==> config.mk <==
export PLATFORM = sky130hd
export DESIGN_NAME = load_store_ctrl
export DESIGN_NICKNAME = d
export VERILOG_FILES = /design/src/rtl/load_store_ctrl.sv
export SDC_FILE = /design/constraint.sdc
export NUM_CORES = 1
export LEC_CHECK = 0
export CAP_MARGIN = 40
export CORE_AREA = 2 2 103 105
export CTS_BUF_LIST = sky130_fd_sc_hd__clkbuf_4 sky130_fd_sc_hd__clkbuf_8 sky130_fd_sc_hd__clkbuf_16
export DETAILED_ROUTE_END_ITERATION = 7
export DIE_AREA = 0 0 105 107
export DONT_BUFFER_PORTS = 1
export PLACE_DENSITY = 0.68
export SYNTH_ARGS = -nofsm -noshare
export SYNTH_HDL_FRONTEND = slang
export SYNTH_SLANG_ARGS = --single-unit
==> constraint.sdc <==
create_clock -name clk -period 3.2 [get_ports clk]
set_clock_uncertainty 0.15 [all_clocks]
set_input_delay 0.64 -clock clk [delete_from_list [all_inputs] [get_ports clk]]
set_output_delay 0.64 -clock clk [all_outputs]
set_load 0.005 [all_outputs]
==> src/rtl/load_store_ctrl.sv <==
// load_store_ctrl: sequences one byte/half/word access to the data memory port,
// drives word-aligned requests with byte enables, waits for an ack or a timeout,
// and returns lane-selected, zero/sign-extended load data.
module load_store_ctrl #(
  parameter int unsigned ACK_TIMEOUT = 255
) (
  input  logic        clk,
  input  logic        rst,
  input  logic        req_valid,
  output logic        req_ready,
  input  logic        req_we,
  input  logic [1:0]  req_size,
  input  logic        req_signed,
  input  logic [31:0] req_addr,
  input  logic [31:0] req_wdata,
  output logic        mem_req,
  output logic        mem_we,
  output logic [31:0] mem_addr,
  output logic [3:0]  mem_be,
  output logic [31:0] mem_wdata,
  input  logic        mem_ack,
  input  logic [31:0] mem_rdata,
  output logic        resp_valid,
  output logic [31:0] resp_rdata,
  output logic        resp_err,
  output logic        busy
);

  localparam int unsigned CNT_W = 8;

  localparam logic [1:0] S_IDLE   = 2'd0;
  localparam logic [1:0] S_ACCESS = 2'd1;
  localparam logic [1:0] S_RESP   = 2'd2;

  logic [1:0]       r_state;
  logic [CNT_W-1:0] r_cnt;
  logic [1:0]       r_size;
  logic             r_signed;
  logic [1:0]       r_lane;
  logic             r_mem_req;
  logic             r_mem_we;
  logic [31:0]      r_mem_addr;
  logic [3:0]       r_mem_be;
  logic [31:0]      r_mem_wdata;
  logic             r_resp_valid;
  logic [31:0]      r_resp_rdata;
  logic             r_resp_err;

  logic             w_bad;
  logic [3:0]       w_be;
  logic [31:0]      w_wdata;
  logic [7:0]       w_byte;
  logic [15:0]      w_half;
  logic [31:0]      w_ext;
  logic [31:0]      w_load;
  logic [1:0]       w_state_nxt;
  logic [CNT_W-1:0] w_cnt_nxt;
  logic             w_mem_req_nxt;
  logic             w_resp_valid_nxt;
  logic [31:0]      w_resp_rdata_nxt;
  logic             w_resp_err_nxt;
  logic             w_issue;

  // Decode incoming request: legality, byte enables, lane-replicated store data
  always_comb begin
    w_bad   = 1'b0;
    w_be    = 4'b0000;
    w_wdata = req_wdata;
    case (req_size)
      2'b00: begin
        w_be    = 4'b0001 << req_addr[1:0];
        w_wdata = {4{req_wdata[7:0]}};
      end
      2'b01: begin
        w_bad   = req_addr[0];
        w_be    = req_addr[1] ? 4'b1100 : 4'b0011;
        w_wdata = {2{req_wdata[15:0]}};
      end
      2'b10: begin
        w_bad = (req_addr[1:0] != 2'b00);
        w_be  = 4'b1111;
      end
      default: w_bad = 1'b1;
    endcase
  end

  // Select the addressed lane of the read word and extend it to 32 bits
  always_comb begin
    w_byte = mem_rdata[{r_lane, 3'b000} +: 8];
    w_half = mem_rdata[{r_lane[1], 4'b0000} +: 16];
    case (r_size)
      2'b00:   w_ext = {{24{r_signed & w_byte[7]}}, w_byte};
      2'b01:   w_ext = {{16{r_signed & w_half[15]}}, w_half};
      default: w_ext = mem_rdata;
    endcase
    w_load = r_mem_we ? 32'h0 : w_ext;
  end

  // Next-state and next-output logic
  always_comb begin
    w_state_nxt      = r_state;
    w_cnt_nxt        = r_cnt;
    w_mem_req_nxt    = r_mem_req;
    w_resp_valid_nxt = 1'b0;
    w_resp_rdata_nxt = r_resp_rdata;
    w_resp_err_nxt   = r_resp_err;
    w_issue          = 1'b0;
    case (r_state)
      S_IDLE: begin
        if (req_valid) begin
          if (w_bad) begin
            w_state_nxt      = S_RESP;
            w_resp_valid_nxt = 1'b1;
            w_resp_err_nxt   = 1'b1;
            w_resp_rdata_nxt = 32'h0;
          end else begin
            w_issue       = 1'b1;
            w_state_nxt   = S_ACCESS;
            w_cnt_nxt     = '0;
            w_mem_req_nxt = 1'b1;
          end
        end
      end
      S_ACCESS: begin
        if (mem_ack) begin
          w_state_nxt      = S_RESP;
          w_mem_req_nxt    = 1'b0;
          w_resp_valid_nxt = 1'b1;
          w_resp_err_nxt   = 1'b0;
          w_resp_rdata_nxt = w_load;
        end else if (r_cnt == CNT_W'(ACK_TIMEOUT - 1)) begin
          w_state_nxt      = S_RESP;
          w_mem_req_nxt    = 1'b0;
          w_resp_valid_nxt = 1'b1;
          w_resp_err_nxt   = 1'b1;
          w_resp_rdata_nxt = 32'h0;
        end else begin
          w_cnt_nxt = r_cnt + CNT_W'(1);
        end
      end
      S_RESP: begin
        w_state_nxt = S_IDLE;
      end
      default: begin
        w_state_nxt   = S_IDLE;
        w_mem_req_nxt = 1'b0;
      end
    endcase
  end

  // State, counter and registered outputs; request fields latched on issue
  always_ff @(posedge clk) begin
    if (rst) begin
      r_state      <= S_IDLE;
      r_cnt        <= '0;
      r_size       <= 2'b00;
      r_signed     <= 1'b0;
      r_lane       <= 2'b00;
      r_mem_req    <= 1'b0;
      r_mem_we     <= 1'b0;
      r_mem_addr   <= 32'h0;
      r_mem_be     <= 4'b0000;
      r_mem_wdata  <= 32'h0;
      r_resp_valid <= 1'b0;
      r_resp_rdata <= 32'h0;
      r_resp_err   <= 1'b0;
    end else begin
      r_state      <= w_state_nxt;
      r_cnt        <= w_cnt_nxt;
      r_mem_req    <= w_mem_req_nxt;
      r_resp_valid <= w_resp_valid_nxt;
      r_resp_rdata <= w_resp_rdata_nxt;
      r_resp_err   <= w_resp_err_nxt;
      if (w_issue) begin
        r_size      <= req_size;
        r_signed    <= req_signed;
        r_lane      <= req_addr[1:0];
        r_mem_we    <= req_we;
        r_mem_addr  <= {req_addr[31:2], 2'b00};
        r_mem_be    <= w_be;
        r_mem_wdata <= w_wdata;
      end
    end
  end

  assign req_ready  = (r_state == S_IDLE);
  assign busy       = (r_state != S_IDLE);
  assign mem_req    = r_mem_req;
  assign mem_we     = r_mem_we;
  assign mem_addr   = r_mem_addr;
  assign mem_be     = r_mem_be;
  assign mem_wdata  = r_mem_wdata;
  assign resp_valid = r_resp_valid;
  assign resp_rdata = r_resp_rdata;
  assign resp_err   = r_resp_err;

endmodule

# Word-level counts from Yosys, hierarchy flattened

Cells that the tools add are included.
W data, S select, Z words.

Bits in writable memories: 0
Memories kept: 0
Bits of input ports: 104
Memory bits (read-only): 0
Logic and storage cells: 81
Register bits: 117
Output and inout bits: 106
Bits in latches: 0

Eq/ne operators: 12
Magnitude comparators: 0
$mul: 0
$add $sub $neg: 1
Shift operators: 3
Bitwise logic cells: 3
Muxes and demuxes: 39
Reduce and logical (&&, ||, !) cells: 10
Div/mod/pow operators: 0

Operators with widths:

| kind                  | number |
|---|---|
| $pmux W32 S2          | 3 |
| $mux W32              | 5 |
| $mux W8               | 4 |
| $shiftx A32 B6 Y16    | 1 |
| $shiftx A32 B6 Y8     | 1 |
| $pmux W8 S2           | 1 |
| $mux W1               | 15 |
| $pmux W4 S3           | 1 |
| $add A8 B1 Y8 const B | 1 |
| $eq A8 B8 Y1 const B  | 1 |
| $mux W2               | 4 |
| $ne A2 B2 Y1 const B  | 4 |
| $reduce_and A4 Y1     | 2 |
| $eq A2 B1 Y1 const B  | 3 |
| $logic_not A2 Y1      | 3 |
| $pmux W1 S3           | 2 |
| $reduce_bool A2 Y1    | 3 |
| $reduce_and A5 Y1     | 1 |
| $eq A2 B2 Y1 const B  | 2 |
| $mux W4               | 1 |
| $pmux W1 S2           | 2 |
| $pmux W2 S2           | 1 |
| $shl A1 B2 Y4 const A | 1 |
| $ne A3 B3 Y1 const B  | 1 |
| other kinds (4)       | 5 |

# Longest topological paths before layout

Word-level depth: 6
Gate-level depth with buffers: 7
Gate-level depth less buffers: 6

# Worst setup path before layout

OpenSTA, ideal clock, no wires.

Kind: input to register
Start: in req_addr[1]
End: reg r_resp_rdata[3], in the netlist resp_rdata[3]
Arrival: 1.786 ns
Path buffers: 1
Path slack: 1.203 ns
Stages: 5
Cells stage by stage: or3_4 a31o_1 a31oi_4 buf_6 a221o_1

Word-level cells in the longest chain between the ends: 4

Ends and longest elaborated chain:

| what                               | line | text |
|---|---|---|
| start, declared                    | 14   | `input logic [31:0] req_addr,` |
| $reduce_bool A2 Y1                 | 80   | `w_bad = (req_addr[1:0] != 2'b00);` |
| $pmux W1 S3                        | 69   | `case (req_size)` |
| $ne A2 B1 Y1 (no source line)      | -    |  |
| $reduce_and A4 Y1 (no source line) | -    |  |
| end signal, assigned               | 172  | `r_resp_rdata <= w_resp_rdata_nxt;` |
| end, declared                      | 46   | `logic [31:0] r_resp_rdata;` |

No other way between the ends.
A chain may end at the register's enable or synchronous reset.

# Worst setup path after layout

Start: reg r_lane[1]
End: reg r_resp_rdata[12], in the netlist resp_rdata[12]

Word-level cells in the longest chain between the ends: 6

Ends and longest elaborated chain:

| what                   | line | text |
|---|---|---|
| start, declared        | 39   | `logic [1:0] r_lane;` |
| start signal, assigned | 177  | `r_lane <= req_addr[1:0];` |
| $shiftx A32 B6 Y8      | 89   | `w_byte = mem_rdata[{r_lane, 3'b000} +: 8];` |
| $and A1 B1 Y1          | 92   | `2'b00: w_ext = {{24{r_signed & w_byte[7]}}, w_byte};` |
| $pmux W32 S2 *         | 91   | `case (r_size)` |
| $mux W32 *             | 96   | `w_load = r_mem_we ? 32'h0 : w_ext;` |
| $mux W32 *             | 125  | `if (mem_ack) begin` |
| $pmux W32 S2 *         | 108  | `case (r_state)` |

Mark *: on every way between the ends. The rest lies on a longest branch, timed or not.

==> metrics.yaml <==
run_status:
  status: "finished clean"
clock_network:
  clk_latency_ns: 0.51
  cts_sinks: 117
  numCtsBuffers: 17
  clk_pin_slew_ns: 0.06
  cts_setup_buffers: 0
  hold_buffers: 0
  root_buffer: "clkbuf_8"
  cts_tree: "done"
  cts_max_path_buffers: 2
  ctsResizeCount: 0
  cts_max_level: 4
yosys:
  yosysTopAreaCell: "dfxtp_1"
  synth.area.top_cells: "dfxtp_1 (45%), nand2_1 (9.1%), a21oi_1 (7.7%), mux2i_1 (5.2%), mux4_2 (3.1%)"
  syn_inst: 586
  ys.flop_type: "dfxtp_1"
  synth_cell_types: 56
  async_flop_share: 0
  synth.avg_cell_area_um2: 8.79
  synth_commonest_cells: "nand2_1 (125), dfxtp_1 (117), a21oi_1 (79), nor2_1 (29), mux2i_1 (27)"
  ys_seq_area_frac: 0.455
  synth_area_mm2: 0.00515
  ys_ff_latch: 117
  synth_edf_count: 0
  yosysWarnings: 0
  synth_top_area_share: 0.455
  synth.most_common_cell: "nand2_1"
critical_path:
  crit_buf_inv: 0
  critPathArrivalTime_ns: 2.64
  crit_required_ns: 3.44
  r2r_slack_ns: 0.81
  worstReg2RegEnd: "resp_rdata[12]$_SDFFE_PP0P_"
  critical_path.max_stage_delay_ns: 0.80
  path_max_fanout: 15
  r2r-start: "r_lane[1]$_SDFFE_PP0P_"
  path_class: "reg2reg"
  cp_top_family: "flip-flops"
  cp-end-kind: "register"
  start_kind: "register"
  reg2reg_depth: 4
  cp_slowest_cell: "dfxtp_1"
  worstPathCellList: "mux4_2 > a31oi_4 > o21ai_1 > a32o_1"
timing:
  setup_viol: 0
  maxSlewHeadroom: 0.503
  setup_slack_ns: 0.808
  holdWs_ns: 0.0470
  setup-tns-final_ns: 0
  timing.final.crit_share: 0.747
  fmax_mhz: 418
  slew_violations: 0
  period_minus_slack_ns: 2.39
  rsz0062_at_grt: "false"
  tightest_slew_ns: 0.745
  hold_viol: 0
die:
  die_w_um: 105
  initial_core_util: 0.510
  die_area_mm2: 0.0112
  fp.dieH_um: 107
  fp-row-count: 37
  core-area_mm2: 0.0101
  ios: 210
hold_path:
  whs_endpoint: "mem_we$_SDFFE_PP0P_"
  hold_depth: 1
  hp-class: "in2reg"
  worstHoldStart: "rst"
global_routing:
  gr-total-overflow: 0
  antenna_found_initial: 0
  grtUsageTotal: 0.241
  grt_pass1_wl_um: 21600
  grt_start_max_net_pins: 89
  grt_pass1_vias: 4204
drt:
  num_vias: 4308
  ant_nets: 0
  wirelength_um: 13500
  drt_iter0_markers: 247
  firstDrtPassIters: 4
  drcViolationCount: 0
  routedWlPerCell_um: 18.9
  routed_via_density: 6.02
place:
  place_hpwl_um: 9400
  gp_congestion: 0.829
  portBuffers: 0
  dpl_cell_area_mm2: 0.00516
  dp_slack_ns: 0.849
final_layout:
  fin_area_mm2: 0.00577
  post-route-util: 0.572
  drive_gt1_frac: 0.0983
  seqCellArea_mm2: 0.00234
  fillers: 949
  multi_input_area_mm2: 0.00255
  fin_nets: 673
  antennaDiodeCount: 0
  areaGrowthSynthToFinish_pct: 12.0
power_and_ir_drop:
  p_leak_nw: 2.02
  powerDensity_mw_per_mm2: 651
  ir_drop_mv: 0.277
job:
  maxCapViolCount: 0
## layout by cell type, fill, tap and decap left out, types with 9 or more instances in the layout
cell type,instances
nand2_1,125
dfxtp_1,117
a21oi_1,79
nor2_1,29
mux2i_1,27
o2bb2ai_1,18
o21ai_0,18
clkbuf_16,16
nand2b_1,13
o21ai_1,9
a211oi_1,9
## report_power, final
group / internal [mW] / total, mW / switching, mW
logic: 0.113 / 0.268 / 0.154
registers: 1.52 / 1.58 / 0.0608
clock network: 1.21 / 1.91 / 0.695
total: 2.85 / 3.76 / 0.910
## worst max path at each step
stage | startpoint | to | depth (start not counted)
after floorplan | req_addr[1] | resp_rdata[3]$_SDFFE_PP0P_ | 5
after global routing | r_lane[1]$_SDFFE_PP0P_ | resp_rdata[12]$_SDFFE_PP0P_ | 4
final | r_lane[1]$_SDFFE_PP0P_ | resp_rdata[12]$_SDFFE_PP0P_ | 4
after detailed placement | req_valid | mem_wdata[24]$_SDFFE_PP0P_ | 5
after global placement | r_lane[1]$_SDFFE_PP0P_ | resp_rdata[13]$_SDFFE_PP0P_ | 4
after CTS | r_lane[1]$_SDFFE_PP0P_ | resp_rdata[12]$_SDFFE_PP0P_ | 4
## registers in the layout, summed over array words and instances, names as in the netlist, 2 cells and up
register / flops
r_state: 2
r_cnt: 8
r_lane: 2
mem_addr: 30
mem_wdata: 32
resp_rdata: 32
mem_be: 4
r_size: 2
## metal layers
metal | wire (µm) | track usage | up-vias
met5 | 0 | 0 | -
met1 | 5340 | 0.279 | 2081
met2 | 6760 | 0.398 | 169
met3 | 1260 | 0.111 | 17
met4 | 148 | 0.0800 | 0
li1 | - | - | 2041
## cell type report
cell class,instances,area share
clock buffers,18,0.0742
clock inverters,14,0.0310
inverters,6,0.00390
multi-input cells,417,0.442
flip-flops and latches,117,0.406
well taps,136,0.0295
repair buffers,8,0.0132
## stage by stage
stage | power (mW) | cells
floorplan | 1.85 | 587
global placement | 1.87 | 682
detailed placement | 1.88 | 684
CTS | 3.79 | 716
global route | 3.90 | 716
finish | 3.76 | 716
## cell families (layout without fill, tap and decap cells)
logic type	count (synthesis)	in the layout	share of synthesized area
other cells	1	2	0.000728
fa+ha+maj	2	2	0.00486
buf+inv	53	46	0.0525
xor+xnor	2	2	0.00340
simple gates	205	205	0.181
compound gates	172	172	0.220
mux	34	34	0.0831
flops	117	117	0.455
## worst reg2reg max path, stage by stage, from the launching register on
cell and delay (ns):
dfxtp_1 0.80, mux4_2 0.63, a31oi_4 0.30, o21ai_1 0.12, a32o_1 0.28
No activity file was read; power rests on OpenSTA's default activity.
